[src/rtl/bcd_to_hex_converter.sv]
`default_nettype none
// ============================================================================
// Module  : bcd_to_hex_converter
// Brief   : Iterative 8-digit BCD to 32-bit binary converter (reverse
//           double-dabble). Optional digit check: BCD2HEX_ERR_CHECK_EN.
// Revision: 1.0 - initial release
// ============================================================================
module bcd_to_hex_converter (
   input  logic        Clock,
   input  logic        Reset,
   input  logic        Start,
   input  logic [3:0]  bcd_digit_0,
   input  logic [3:0]  bcd_digit_1,
   input  logic [3:0]  bcd_digit_2,
   input  logic [3:0]  bcd_digit_3,
   input  logic [3:0]  bcd_digit_4,
   input  logic [3:0]  bcd_digit_5,
   input  logic [3:0]  bcd_digit_6,
   input  logic [3:0]  bcd_digit_7,
   output logic        Busy,
   output logic        Done,
   output logic [31:0] hex_number,
   output logic        Error
);

   typedef enum logic [0:0] {
      S_IDLE = 1'b0,
      S_CONV = 1'b1
   } state_t;

   localparam logic [4:0] c_LAST_ITER = 5'd31;

   state_t      r_state;
   state_t      w_state_next;
   logic [63:0] r_work;
   logic [4:0]  r_count;
   logic [31:0] r_hex;
   logic        r_done;
   logic        w_load;
   logic        w_finish;
   logic        w_reject;
   logic        w_invalid;
   logic [31:0] w_digits;
   logic [63:0] w_shifted;
   logic [63:0] w_corrected;

   assign w_digits  = {bcd_digit_7, bcd_digit_6, bcd_digit_5, bcd_digit_4,
                       bcd_digit_3, bcd_digit_2, bcd_digit_1, bcd_digit_0};
   assign w_shifted = {1'b0, r_work[63:1]};

   // After the shift, any BCD nibble that picked up a half-weight bit (>= 8) is off by 3.
   for (genvar gi = 0; gi < 8; gi++) begin : g_nib_fix
      logic [3:0] w_nib;
      assign w_nib = w_shifted[32 + 4*gi +: 4];
      assign w_corrected[32 + 4*gi +: 4] = (w_nib >= 4'd8) ? (w_nib - 4'd3) : w_nib;
   end
   assign w_corrected[31:0] = w_shifted[31:0];

`ifdef BCD2HEX_ERR_CHECK_EN
   logic [7:0] w_digit_bad;
   logic       r_error;

   for (genvar gd = 0; gd < 8; gd++) begin : g_digit_chk
      assign w_digit_bad[gd] = (w_digits[4*gd +: 4] > 4'd9);
   end
   assign w_invalid = |w_digit_bad;
   assign Error     = r_error;

   always_ff @(posedge Clock or posedge Reset) begin
      if (Reset) begin
         r_error <= 1'b0;
      end else if (w_load) begin
         r_error <= 1'b0;
      end else if (w_reject) begin
         r_error <= 1'b1;
      end
   end
`else
   assign w_invalid = 1'b0;
   assign Error     = 1'b0;
`endif

   always_ff @(posedge Clock or posedge Reset) begin
      if (Reset) begin
         r_state <= S_IDLE;
      end else begin
         r_state <= w_state_next;
      end
   end

   always_comb begin
      w_state_next = r_state;
      w_load       = 1'b0;
      w_finish     = 1'b0;
      w_reject     = 1'b0;
      case (r_state)
         S_IDLE: begin
            if (Start) begin
               if (w_invalid) begin
                  w_reject = 1'b1;
               end else begin
                  w_load       = 1'b1;
                  w_state_next = S_CONV;
               end
            end
         end
         S_CONV: begin
            if (r_count == c_LAST_ITER) begin
               w_finish     = 1'b1;
               w_state_next = S_IDLE;
            end
         end
         default: w_state_next = S_IDLE;
      endcase
   end

   always_ff @(posedge Clock or posedge Reset) begin
      if (Reset) begin
         r_work  <= 64'd0;
         r_count <= 5'd0;
         r_hex   <= 32'd0;
         r_done  <= 1'b0;
      end else begin
         r_done <= w_finish | w_reject;
         if (w_load) begin
            r_work  <= {w_digits, 32'd0};
            r_count <= 5'd0;
         end else if (r_state == S_CONV) begin
            r_work  <= w_corrected;
            r_count <= r_count + 5'd1;
         end
         // The final iteration's low half is already the binary result.
         if (w_finish) begin
            r_hex <= w_corrected[31:0];
         end
      end
   end

   assign Busy       = (r_state == S_CONV);
   assign Done       = r_done;
   assign hex_number = r_hex;

endmodule
`default_nettype wire
[config.mk]
export PLATFORM = sky130hd
export DESIGN_NAME = bcd_to_hex_converter
export DESIGN_NICKNAME = d
export VERILOG_FILES = /design/src/rtl/bcd_to_hex_converter.sv
export SDC_FILE = /design/constraint.sdc
export NUM_CORES = 1
export LEC_CHECK = 0
export CAP_MARGIN = 10
export CORE_UTILIZATION = 35
export DETAILED_ROUTE_END_ITERATION = 7
export DONT_BUFFER_PORTS = 1
export PLACE_DENSITY = 0.5
export SLEW_MARGIN = 0
export SYNTH_ARGS = -nofsm -noshare
export SYNTH_HDL_FRONTEND = slang
export SYNTH_SLANG_ARGS = --single-unit
[constraint.sdc]
create_clock -name Clock -period 4.2 [get_ports Clock]
set_clock_uncertainty 0.05 [all_clocks]
set_input_delay 0.63 -clock Clock [delete_from_list [all_inputs] [get_ports Clock]]
set_output_delay 0.63 -clock Clock [all_outputs]
set_load 0.02 [all_outputs]
==> results.sh <==
export IMPL_status="completed"
export IMPL_io_pins=70
export IMPL_fin_hold_ws_ps=351.8
export IMPL_portBuffers=0
export IMPL_nets=471
export IMPL_dp_hpwl_mm=5.374
export IMPL_yosys_warnings=0
export IMPL_arrival_ps=2520
export IMPL_placed_area_sq_um=4871
export IMPL_netlist_area_sq_um=4795
export IMPL_setup_ws_ps=1920
export IMPL_syn_nets=484
export IMPL_place_worst_setup_slack_ps=1952
export IMPL_antenna_found_initial=0
export IMPL_cp_max_fo=74
export IMPL_hold_path_class="in2async"
export IMPL_ys_seq_area_share_pct=53.24
export IMPL_maxSlewHeadroom_pct=30.73
export IMPL_vias=2903
export IMPL_area_growth_pct=7.985
export IMPL_detail_route_antenna_nets=0
export IMPL_wl_mm=8.684
export IMPL_irDropWorstVdd_mv=0.2536
export IMPL_cts_tree="done"
export IMPL_drtIter0Drc=182
export IMPL_final_layout_size_suffix_gt1_share_pct=13.18
export IMPL_setup_viol=0
export IMPL_grt_max_degree=84
export IMPL_design_area_sq_um=5177
export IMPL_design_core_area_sq_um=13300
export IMPL_slew_violations=0
export IMPL_post_route_period_util_pct=54.28
export IMPL_grt_remaining_overflow=0
export IMPL_cts_buffers_inserted=9
export IMPL_rsz0062_at_grt="false"
export IMPL_gp_congestion=0.7288
export IMPL_clk_path_buf_depth=2
export IMPL_h_tree_depth=3
export IMPL_ctsResizeCount=0
export IMPL_grt_total_usage_pct=13.56
export IMPL_synthTopCellsByArea="dfrtp_1 (53%), mux2_2 (7.8%), mux2i_1 (4.8%), nand2b_1 (4.6%), ha_1 (4.2%)"
export IMPL_synth_edf_count=0
export IMPL_die_x_microns=119.0
export IMPL_synth_most_common_cell="dfrtp_1"
export IMPL_synthTopCellsByCount="dfrtp_1 (102), nand2_1 (50), nand2b_1 (35)"
export IMPL_total_leakage_power_nw=2.407
export IMPL_clock_latency_ps=350
export IMPL_fmax_mhz=438.6
export IMPL_synthArstFlopShare_pct=100.0
export IMPL_tns_ps=0
export IMPL_antennaDiodeCount=0
export IMPL_synth_seq_cells=102
export IMPL_path_class="reg2reg"
export IMPL_drc_errors=0
export IMPL_period_minus_slack_ps=2280
export IMPL_die_h_microns=119.0
export IMPL_rows=42
export IMPL_viasPerCell=4.830
export IMPL_ys_types=27
export IMPL_start_kind="flip-flop"
export IMPL_grt_pass1_wl_mm=14.94
export IMPL_grt_pass1_vias=2935
export IMPL_start_util_pct=36.06
export IMPL_dr_pass1_iters=4
export IMPL_clock_root_buffer="clkbuf_16"
export IMPL_hold_viol=0
export IMPL_cts_sinks=102
export IMPL_avgSynthCellArea_sq_um=11.07
export IMPL_max_cap_violations=0
export IMPL_synth_largest_area_cell="dfrtp_1"
export IMPL_ys_flop_type="dfrtp_1"
export IMPL_cts_setup_buffers=0
export IMPL_dpl_cell_count=585
export IMPL_hold_buffers=0
export IMPL_synth_top_cell_area_share_pct=53.24
export IMPL_power_density_nw_per_um2=719.6
export IMPL_tightest_slew_ps=1039
export IMPL_netlist_instances=433
export IMPL_dieArea_sq_um=14170
export IMPL_wire_per_inst_microns=14.45
export IMPL_required_ps=4440
export IMPL_clkTransAtPathRegs_ps=70
export IMPL_layout_cells_non_filler=601
export IMPL_critPathCaptureType="flip-flop"
-- stage by stage --
step           power (mW)  utilization [%]
3_5_place_dp        2.907            36.64
4_1_cts             3.796            38.94
6_report            3.725            38.94
3_3_place_gp        2.863            36.64
5_1_grt             4.049            38.94
2_1_floorplan       2.690                -
-- layout make-up --
cell class                      instances  area (sq um)
Fill cell                            1280          8118
Sequential cell                       102          2556
Multi-Input combinational cell        289          2017
Clock buffer                           11         242.7
Tap cell                              176         220.2
Clock inverter                          5         63.81
Inverter                               16         62.56
Timing Repair Buffer                    2         15.01
-- per-layer routing --
layer | vias to the layer above | global-route usage (%) | wire length [microns]
li1 | 1431 | - | -
met1 | 1411 | 17.97 | 4109
met2 | 51 | 19.08 | 3761
met3 | 10 | 6.178 | 679
met4 | 0 | 5.301 | 134
met5 | - | 0 | 0
-- worst max-delay path: stages, from the launching register on --
cell	delay [ps]
dfrtp_4	870
buf_4	610
nor2_1	250
a21oi_1	180
o221a_2	200
-- cells by family after synthesis --
| kind of cell | count (synthesis) | synth area share, % |
|---|---|---|
| compound gates | 88 | 10.46 |
| xor+xnor | 15 | 2.740 |
| fa+ha+maj | 16 | 4.175 |
| buf+inv | 42 | 4.697 |
| flops | 102 | 53.24 |
| mux | 56 | 12.55 |
| other cells | 1 | 0.07821 |
| simple gates | 113 | 12.06 |
-- path summary, 6_finish.rpt --
check	slack, ps	depth (start not counted)	endpoint	start
hold reg to reg	450	2	r_work[61]	r_work[62]
hold / removal	350	1	hex_number[22]	Reset
setup / recovery	1920	4	r_work[35]	Busy
setup reg to reg	1920	4	r_work[35]	Busy
min in group Clock	390	2	r_work[63]	bcd_digit_7[3]
max in group asynchronous	2860	2	r_work[32]	Reset
-- where the power goes --
| part | leakage [nW] | switching, mW | total (mW) | internal (mW) |
|---|---|---|---|---|
| clock | 0.147 | 0.377 | 0.862 | 0.485 |
| sequential | 1.29 | 0.563 | 1.97 | 1.41 |
| combinational | 0.967 | 0.388 | 0.893 | 0.505 |
| total | 2.41 | 1.33 | 3.73 | 2.40 |
-- registers in the layout, summed over array words and instances (netlist names) --
name	flops
r_work	63
Done	1
Busy	1
hex_number	32
r_count	5
-- layout by cell type (no fill, tap or decap), drive strengths merged, types with 2 or more instances in the layout --
master,instances
dfrtp,102
nand2,51
o21ai,44
nand2b,35
mux2,33
mux2i,23
nor2b,22
a21oi,21
inv,19
ha,16
a211oi,14
clkbuf,11
xnor2,8
xor2,7
o22ai,5
nor2,3
a22o,2
o221a,2
buf,2
Power figures use the tool's default switching activity.
